### src/rtl/grid_store.sv
// rtl/grid_store.sv - snake playfield cell memory with init sweep, logic ports and VGA tile overlay
// Holds one code per tile; overlays tile colours on the background pixel stream.
module grid_store #(
  parameter int GRID_W    = 32,
  parameter int GRID_H    = 24,
  parameter int CELL_LOG2 = 5,
  parameter int CODE_W    = 4,
  parameter int SNACK_X   = 2,
  parameter int SNACK_Y   = 2
) (
  input  logic              clk,
  input  logic              rst,
  input  logic [15:0]       vcount_in,
  input  logic [15:0]       hcount_in,
  input  logic              vsync_in,
  input  logic              hsync_in,
  input  logic [11:0]       rgb_in,
  output logic [15:0]       vcount_out,
  output logic [15:0]       hcount_out,
  output logic              vsync_out,
  output logic              hsync_out,
  output logic [11:0]       rgb_out,
  input  logic              wr_en,
  input  logic [15:0]       wr_x,
  input  logic [15:0]       wr_y,
  input  logic [CODE_W-1:0] wr_code,
  output logic              wr_ack,
  input  logic              rd_en,
  input  logic [15:0]       rd_x,
  input  logic [15:0]       rd_y,
  output logic [CODE_W-1:0] rd_code,
  output logic              rd_valid,
  input  logic              clear_req,
  output logic              init_busy
);

  localparam int DEPTH = GRID_W * GRID_H;
  localparam int AW    = (DEPTH > 1) ? $clog2(DEPTH) : 1;

  localparam logic [AW-1:0]     LAST_IDX = AW'(DEPTH - 1);
  localparam logic [AW-1:0]     ROW_LEN  = AW'(GRID_W);
  localparam logic [15:0]       GW16     = 16'(GRID_W);
  localparam logic [15:0]       GH16     = 16'(GRID_H);
  localparam logic [15:0]       GW_LAST  = 16'(GRID_W - 1);
  localparam logic [15:0]       GH_LAST  = 16'(GRID_H - 1);
  localparam logic [15:0]       SX16     = 16'(SNACK_X);
  localparam logic [15:0]       SY16     = 16'(SNACK_Y);

  localparam logic [CODE_W-1:0] C_NULL  = '0;
  localparam logic [CODE_W-1:0] C_SNAKE = CODE_W'(1);
  localparam logic [CODE_W-1:0] C_ROCK  = CODE_W'(2);
  localparam logic [CODE_W-1:0] C_SNACK = CODE_W'(4);

  localparam logic [11:0] RGB_SNAKE = 12'h0F0;
  localparam logic [11:0] RGB_ROCK  = 12'h222;
  localparam logic [11:0] RGB_SNACK = 12'hF00;

  typedef enum logic {
    ST_INIT  = 1'b0,
    ST_READY = 1'b1
  } state_t;

  state_t              state_q, state_d;
  logic [AW-1:0]       idx_q, idx_d;
  logic [15:0]         ix_q, ix_d;
  logic [15:0]         iy_q, iy_d;

  logic [CODE_W-1:0]   mem_q [DEPTH];
  logic                mem_we;
  logic [AW-1:0]       mem_waddr;
  logic [CODE_W-1:0]   mem_wdata;
  logic [CODE_W-1:0]   init_code;

  logic                wr_in_range, wr_accept;
  logic [AW-1:0]       wr_addr;
  logic                wr_ack_q, wr_ack_d;

  logic                rd_in_range;
  logic [AW-1:0]       rd_addr;
  logic [CODE_W-1:0]   rd_code_q, rd_code_d;
  logic                rd_valid_q, rd_valid_d;

  logic [15:0]         tx_q, tx_d;
  logic [15:0]         ty_q, ty_d;
  logic                in_grid_q, in_grid_d;
  logic [15:0]         vcount1_q, hcount1_q;
  logic                vsync1_q, hsync1_q;
  logic [11:0]         rgb1_q;
  logic [AW-1:0]       pix_addr;
  logic [CODE_W-1:0]   pix_code;

  logic [15:0]         vcount2_q, hcount2_q;
  logic                vsync2_q, hsync2_q;
  logic [11:0]         rgb2_q, rgb2_d;

  // Border tiles are rocks; one seeded snack; everything else empty.
  always_comb begin
    init_code = C_NULL;
    if (ix_q == 16'd0 || ix_q == GW_LAST || iy_q == 16'd0 || iy_q == GH_LAST) begin
      init_code = C_ROCK;
    end else if (ix_q == SX16 && iy_q == SY16) begin
      init_code = C_SNACK;
    end
  end

  assign wr_in_range = (wr_x < GW16) && (wr_y < GH16);
  assign wr_accept   = (state_q == ST_READY) && wr_en && wr_in_range;
  assign wr_addr     = AW'(wr_y) * ROW_LEN + AW'(wr_x);

  assign rd_in_range = (rd_x < GW16) && (rd_y < GH16);
  assign rd_addr     = AW'(rd_y) * ROW_LEN + AW'(rd_x);

  always_comb begin
    state_d   = state_q;
    idx_d     = idx_q;
    ix_d      = ix_q;
    iy_d      = iy_q;
    mem_we    = 1'b0;
    mem_waddr = idx_q;
    mem_wdata = init_code;
    case (state_q)
      ST_INIT: begin
        mem_we    = 1'b1;
        mem_waddr = idx_q;
        mem_wdata = init_code;
        if (idx_q == LAST_IDX) begin
          state_d = ST_READY;
          idx_d   = '0;
          ix_d    = '0;
          iy_d    = '0;
        end else begin
          idx_d = idx_q + AW'(1);
          if (ix_q == GW_LAST) begin
            ix_d = '0;
            iy_d = iy_q + 16'd1;
          end else begin
            ix_d = ix_q + 16'd1;
          end
        end
      end
      ST_READY: begin
        if (wr_accept) begin
          mem_we    = 1'b1;
          mem_waddr = wr_addr;
          mem_wdata = wr_code;
        end
        // The logic write above is still committed in the clear cycle.
        if (clear_req) begin
          state_d = ST_INIT;
          idx_d   = '0;
          ix_d    = '0;
          iy_d    = '0;
        end
      end
      default: begin
        state_d = ST_INIT;
        idx_d   = '0;
        ix_d    = '0;
        iy_d    = '0;
      end
    endcase
  end

  always_comb begin
    wr_ack_d   = wr_accept;
    rd_valid_d = rd_en;
    rd_code_d  = rd_code_q;
    if (rd_en) begin
      rd_code_d = (state_q == ST_READY && rd_in_range) ? mem_q[rd_addr] : C_ROCK;
    end
  end

  always_comb begin
    tx_d      = hcount_in >> CELL_LOG2;
    ty_d      = vcount_in >> CELL_LOG2;
    in_grid_d = (tx_d < GW16) && (ty_d < GH16);
  end

  assign pix_addr = AW'(ty_q) * ROW_LEN + AW'(tx_q);
  assign pix_code = in_grid_q ? mem_q[pix_addr] : C_NULL;

  always_comb begin
    rgb2_d = rgb1_q;
    if (in_grid_q && state_q == ST_READY) begin
      case (pix_code)
        C_SNAKE: rgb2_d = RGB_SNAKE;
        C_ROCK:  rgb2_d = RGB_ROCK;
        C_SNACK: rgb2_d = RGB_SNACK;
        default: rgb2_d = rgb1_q;
      endcase
    end
  end

  // Cell storage is not reset; the init sweep rewrites every tile.
  always_ff @(posedge clk) begin
    if (mem_we) begin
      mem_q[mem_waddr] <= mem_wdata;
    end
  end

  always_ff @(posedge clk or posedge rst) begin
    if (rst) begin
      state_q    <= ST_INIT;
      idx_q      <= '0;
      ix_q       <= '0;
      iy_q       <= '0;
      wr_ack_q   <= 1'b0;
      rd_code_q  <= '0;
      rd_valid_q <= 1'b0;
      tx_q       <= '0;
      ty_q       <= '0;
      in_grid_q  <= 1'b0;
      vcount1_q  <= '0;
      hcount1_q  <= '0;
      vsync1_q   <= 1'b0;
      hsync1_q   <= 1'b0;
      rgb1_q     <= '0;
      vcount2_q  <= '0;
      hcount2_q  <= '0;
      vsync2_q   <= 1'b0;
      hsync2_q   <= 1'b0;
      rgb2_q     <= '0;
    end else begin
      state_q    <= state_d;
      idx_q      <= idx_d;
      ix_q       <= ix_d;
      iy_q       <= iy_d;
      wr_ack_q   <= wr_ack_d;
      rd_code_q  <= rd_code_d;
      rd_valid_q <= rd_valid_d;
      tx_q       <= tx_d;
      ty_q       <= ty_d;
      in_grid_q  <= in_grid_d;
      vcount1_q  <= vcount_in;
      hcount1_q  <= hcount_in;
      vsync1_q   <= vsync_in;
      hsync1_q   <= hsync_in;
      rgb1_q     <= rgb_in;
      vcount2_q  <= vcount1_q;
      hcount2_q  <= hcount1_q;
      vsync2_q   <= vsync1_q;
      hsync2_q   <= hsync1_q;
      rgb2_q     <= rgb2_d;
    end
  end

  assign vcount_out = vcount2_q;
  assign hcount_out = hcount2_q;
  assign vsync_out  = vsync2_q;
  assign hsync_out  = hsync2_q;
  assign rgb_out    = rgb2_q;
  assign wr_ack     = wr_ack_q;
  assign rd_code    = rd_code_q;
  assign rd_valid   = rd_valid_q;
  assign init_busy  = (state_q == ST_INIT);

endmodule

### config.mk
export PLATFORM = sky130hd
export DESIGN_NAME = grid_store
export DESIGN_NICKNAME = d
export VERILOG_FILES = /design/src/rtl/grid_store.sv
export SDC_FILE = /design/constraint.sdc
export NUM_CORES = 2
export LEC_CHECK = 0
export CORE_MARGIN = 8
export CORE_UTILIZATION = 35
export DETAILED_ROUTE_END_ITERATION = 16
export SETUP_SLACK_MARGIN = 0.1
export SYNTH_ARGS = -nofsm -noshare
export SYNTH_HDL_FRONTEND = slang
export SYNTH_SLANG_ARGS = --single-unit
export TNS_END_PERCENT = 1
### constraint.sdc
create_clock -name clk -period 90.9 [get_ports clk]
set_clock_uncertainty 0.1 [all_clocks]
set_input_delay 27.27 -clock clk [delete_from_list [all_inputs] [get_ports clk]]
set_output_delay 27.27 -clock clk [all_outputs]
set_load 0.02 [all_outputs]
==> Word-level counts from Yosys, hierarchy flattened <==
Memory sizes are Yosys's and may differ from the RTL's.
Cells that the tools add are included.
{ "word_totals": {"register_bits": 157, "latchBits": 0, "ram_bits": 3072, "romBits": 0, "inputBits": 119, "output_inout_bits": 53, "wordCells": 85, "memories": 1} }
{ "classes": {"add_sub_neg": 6, "mul": 0, "div_mod_pow": 0, "magnitude_cmp": 6, "n_eq_ne": 10, "shifts": 0, "muxes": 27, "bitwise": 1, "n_reduce_logical": 14} }
{ "mem_list": {"columns": ["memory", "words", "width", "read_ports", "rd_clocked_by_memory_dff", "wr", "line_no", "source"], "rows": [
  ["mem_q", 768, 4, 2, 0, 1, "68", "logic [CODE_W-1:0] mem_q [DEPTH];"]
]} }
{ "op_table": {"columns": ["op", "count"], "rows": [
  ["16-bit two-way mux", 5],
  ["16-bit one-hot mux with 2 select lines", 2],
  ["10-bit one-hot mux with 2 select lines", 2],
  ["12-bit one-hot mux with 3 select lines", 1],
  ["16-bit by 1-bit adder with 16-bit output, second input constant", 2],
  ["16-bit by 2-bit == test with 1-bit output, second input constant", 2],
  ["16-bit by 5-bit == test with 1-bit output, second input constant", 2],
  ["16-bit zero test", 2],
  ["16-bit by 5-bit less-than comparator with 1-bit output, second input constant", 2],
  ["16-bit by 6-bit less-than comparator with 1-bit output, second input constant", 2],
  ["10-bit adder", 3],
  ["10-bit two-way mux", 3],
  ["4-bit two-way mux", 4],
  ["12-bit two-way mux", 1],
  ["11-bit by 5-bit less-than comparator with 1-bit output, second input constant", 1],
  ["11-bit by 6-bit less-than comparator with 1-bit output, second input constant", 1],
  ["10-bit by 1-bit adder with 10-bit output, second input constant", 1],
  ["10-bit == test, second input constant", 1],
  ["1-bit logical AND", 8],
  ["4-bit one-hot mux with 2 select lines", 1],
  ["1-bit two-way mux", 5],
  ["4-bit by 1-bit == test with 1-bit output, second input constant", 1],
  ["4-bit by 2-bit == test with 1-bit output, second input constant", 1],
  ["4-bit by 3-bit == test with 1-bit output, second input constant", 1],
  ["7 further kinds", 10]
]} }

==> Depth between registers and ports, before layout <==
{ "logic_depth": {"ltp_word": 7, "mapped_depth": 18, "mapped_depth_nobuf": 13} }

==> Least setup slack after synthesis <==
OpenSTA, ideal clock, no wires.
{ "synth_path": {"path_type": "input port to flip-flop", "start": "input wr_en", "end": "memory mem_q[0][2], data pin", "setup_ns": 8.429, "t_arrival_ns": 70.175, "t_required_ns": 82.371, "slack_ns": 12.196, "path_stages": 6, "n_path_buf": 1, "cell_sequence": "nand2_1 > nor3_1 > nand4_1 > nor2_1 > clkbuf_1 > o41ai_1"} }
{ "synth_between": {"elab_chain_len": 4} }
{ "synth_rtl": {"columns": ["item", "line_no", "source"], "rows": [
  ["start: declaration", "23", "input logic wr_en,"],
  ["1-bit logical AND (2 in a row)", "107", "assign wr_accept = (state_q == ST_READY) && wr_en && wr_in_range;"],
  ["net wr_accept", "74", "logic wr_in_range, wr_accept;"],
  ["4-bit two-way mux", "142", "if (wr_accept) begin"],
  ["4-bit one-hot mux with 2 select lines", "121", "case (state_q)"],
  ["net mem_wdata[2]", "71", "logic [CODE_W-1:0] mem_wdata;"],
  ["end: declaration", "68", null]
]} }
The timed path passes the listed nets, and every way through them passes these cells.

==> Worst setup path after layout <==
{ "layout_path": {"start": "input rd_x[1]", "end": "register rd_code_q[3] (netlist: rd_code[3])"} }
{ "layout_between": {"elab_chain_len": 4, "elab_cells_between_ends": 6, "cone_classes": "add/sub: 1; order compare: 1; mux: 1; reduce/logical: 2; memory: 1"} }
{ "layout_rtl": {"columns": ["item", "line_no", "source"], "rows": [
  ["start: declaration", "29", "input logic [15:0] rd_x,"],
  ["parallel branches: the longest is 3 deep, another holds 10-bit adder", null, null],
  ["4-bit two-way mux (*)", "169", "rd_code_d = (state_q == ST_READY && rd_in_range) ? mem_q[rd_addr] : C_ROCK;"],
  ["end signal: assignment", "229", "rd_code_q <= rd_code_d;"],
  ["end: declaration", "80", "logic [CODE_W-1:0] rd_code_q, rd_code_d;"]
]} }
Mark *: on every way between the ends.
A chain may end at the register's enable or synchronous reset.

==> summary.md <==
| Metric | Value |
|---|---|
| Most common cell after layout, fill and taps aside | edfxtp_1 |
| Synth-to-Final Area Change | 13.6% |
| Post-synthesis simple-gate area fraction | 4.07% |
| Max Root-Sink Buffers | 4 |
| H-tree lvl count | 5 |
| Top cells by area, synth | edfxtp_1 (61%), mux4_2 (26%), dfrtp_1 (2.4%) |
| Critical Path, Cell by Cell | buf_8 > buf_4 > buf_4 > buf_4 > buf_4 > buf_4 > mux4_2 > mux4_2 > mux4_2 > mux4_2 > nand2b_1 > nand2_1 > a211o_1 |
| Clk sinks | 3214 |
| Post-Synth Adder-Cell Area | 0.197% |
| Clk slew on worst S/H paths | 70 ps |
| Minimum clock period | 34330 ps |
| Most frequent CP cell | buf_4 |
| DR vias | 90069 |
| Drt drc | 0 |
| Crit start category | input port |
| Via/cell ratio | 6.42 |
| Critical-path top delay cell | buf_4 |
| Multi-input combinational cell area | 52600 um^2 |
| Crit. End Element | flip-flop |
| Hold buffer count at cts | 0 |
| Die Wd | 673 um |
| Number of flops mapped to enable cells by yosys | 3072 |
| Dominant synthesized flop cell | edfxtp_1 |
| Final setup fails | 0 |
| Async SR Flop Fraction | 4.42% |
| Run status | finished, final reports clean |
| Crit path DAT | 35080 ps |
| Layout fillers | 37836 |
| Fin Setup TNS | 0 ps |
| CP max FO | 86 |
| Final ANT Viol Nets | 0 |
| IO Count | 172 |
| Max Clock Freq | 0.0291 GHz |
| GR Util met1 | 29.4% |
| Post-Synthesis Cells | 7861 |
| Average routed wire per standard cell | 38.2 um |
| Die Ht | 673 um |
| Setup WS pre-CTS | 55840 ps |
| Synth warn | 0 |
| Post-synthesis mux area share | 27.7% |
| Commonest cells after routing, fill and taps aside | edfxtp_1 (3072), mux4_2 (1764), nor2_1 (858) |
| Unrepaired setup endpoints after global routing | no |
| Initial antenna violation count | 63 |
| Maxcap violations | 0 |
| Main combinational cell family by area after synthesis | multiplexers |
| Relative slew slack | 4.23% |
| CTS root buf | clkbuf_16 |
| CP peak stage delay | 940 ps |
| Worst Path Required | 91650 ps |
| Core area | 430000 um^2 |
| PwrDens | 21.4 nW/um^2 |
| PortBufs | 171 |
| Rows | 241 |
| Final period utilization | 37.8% |
| First-pass DRT Iterations | 6 |
| Pin slew with the least headroom to its limit | 1430 ps |
| Synth Area in Compound Gates | 2.28% |
| Fin nets | 8119 |
| Largest net degree at the start of global routing | 234 |
| Initial DRC Count | 14895 |
| GR met2 Demand/Resource | 35.3% |
| Final Hold Viols | 0 |
| Post-CTS Setup Repair Bufs | 0 |
| CTS resizes | 0 |
| Final wirelength | 536 mm |
| Die ar. | 453000 um^2 |
| R2R setup slack | 83160 ps |
| CTS Buf Count | 344 |
| Worst Setup Path Type | input port to flip-flop |
| Starting density of the core | 35.1% |
| Synth Area per Inst | 19.2 um^2 |
| Maximum resistive drop on vdd | 0.0423 mV |
| Vias in the first global route | 88835 |
| Post-synthesis sequential area ratio | 63.4% |
| CTS tree | done |
| Fin worst setup slack | 56570 ps |
| Routability cong. | 0.918 |
| Synth top area share | 61.1% |
| GRT busiest layer | met2 |
| First-pass GRT wire length | 737 mm |
| Mapped cell area | 151000 um^2 |
| HPWL Detailed | 347 mm |
| Worst-Skew Late Latency | 980 ps |
| Global route overflow | 0 |
| Sequential Area | 95800 um^2 |
| Hold Path Class | flip-flop to flip-flop |
| Final Slew Violations | 0 |
| Synth cell types | 77 |
| #FFs+latches synth | 3214 |
| Syn nets | 8002 |
| GRT Util Overall | 23.0% |
| XOR/XNOR Fraction of Synth Area | 0.203% |
| GR Util met3 | 6.66% |
| Share of layout cells above drive strength 1 | 32.7% |
| Leading area contributor after synthesis | edfxtp_1 |
| P_leak | 54.8 nW |
## final cells by class
| class | count | area share [%] |
|---|---|---|
| inverter | 30 | 0.0773 |
| clock inverter | 221 | 1.65 |
| multi-input combinational | 3963 | 30.7 |
| antenna | 61 | 0.0890 |
| timing repair buffer | 425 | 2.23 |
| tap | 5710 | 4.16 |
| sequential | 3214 | 55.9 |
| clock buffer | 402 | 5.27 |
## cell usage after synthesis (all sizes together) (34+ instances only)
library cell / instances
a22oi: 103
nor3: 49
o22ai: 59
nand3: 81
clkbuf: 285
and2: 34
a21oi: 69
edfxtp: 3072
mux4: 1764
o21ai: 76
nor2: 870
buf: 369
mux2: 59
mux2i: 149
dfrtp: 142
nand2: 221
## worst max-delay path, delay by kind of cell
family / cells / cell delay (ps)
multiplexers: 4 / 2050
buffers and inverters: 6 / 4830
AND/OR/NAND/NOR: 2 / 310
AO/OA/AOI/OAI: 1 / 290
## flip-flops by register name, indices dropped and copies added (netlist names), 4 cells and up
register / flops
iy_q: 16
rd_code: 4
idx_q: 10
rgb1_q: 12
ix_q: 16
rgb_out: 12
hcount1_q: 16
vcount1_q: 16
mem_q: 3072
hcount_out: 16
vcount_out: 16
## path summary, 6_finish.rpt
path / startpoint / end / cells past startpoint
max: rd_x[1] / rd_code[3] / 13
max in group asynchronous: rst / rgb_out[1] / 4
min: vcount1_q[1] / vcount_out[1] / 0
max reg2reg: hcount1_q[7] / rgb_out[7] / 15
min in group asynchronous: rst / hcount1_q[2] / 2
min reg2reg: vcount1_q[1] / vcount_out[1] / 0
## layer usage
metal,up-vias,share of wire (%),wire [um]
met5,-,0.030,163
met4,26,6.3,33600
met3,1273,13,69000
met2,7132,46,246000
met1,47973,35,187000
li1,33665,-,-
## per-stage QoR
step | cell area, um^2 | hold WS, ps | util, % | total power, W | cells
after floorplan | 151000 | 231 | - | 0.00202 | 7861
after CTS | 171000 | 251 | 39.8 | 0.00367 | 13965
after global placement | 160000 | 232 | 37.1 | 0.00219 | 13341
after detailed placement | 160000 | 235 | 37.1 | 0.00220 | 13342
final | 172000 | 247 | 39.9 | 0.00367 | 14026
after global routing | 171000 | 255 | 39.8 | 0.00374 | 13975
## where the power goes
group	internal [W]	switching [W]
Clock	0.000872	0.000621
Sequential	0.00173	0.00000797
Combinational	0.000104	0.000340
Total	0.00270	0.000969
## cell families (layout without fill, tap and decap cells)
group	Yosys count	after routing
AND/OR/NAND/NOR	1434	1434
multiplexers	1972	1972
AO/OA/AOI/OAI	500	500
XOR/XNOR	35	35
flip-flops	3214	3214
adder cells (fa/ha/maj)	22	22
other	0	61
buffers and inverters	684	1078
Note: power is estimated with default switching activity, not from simulation.
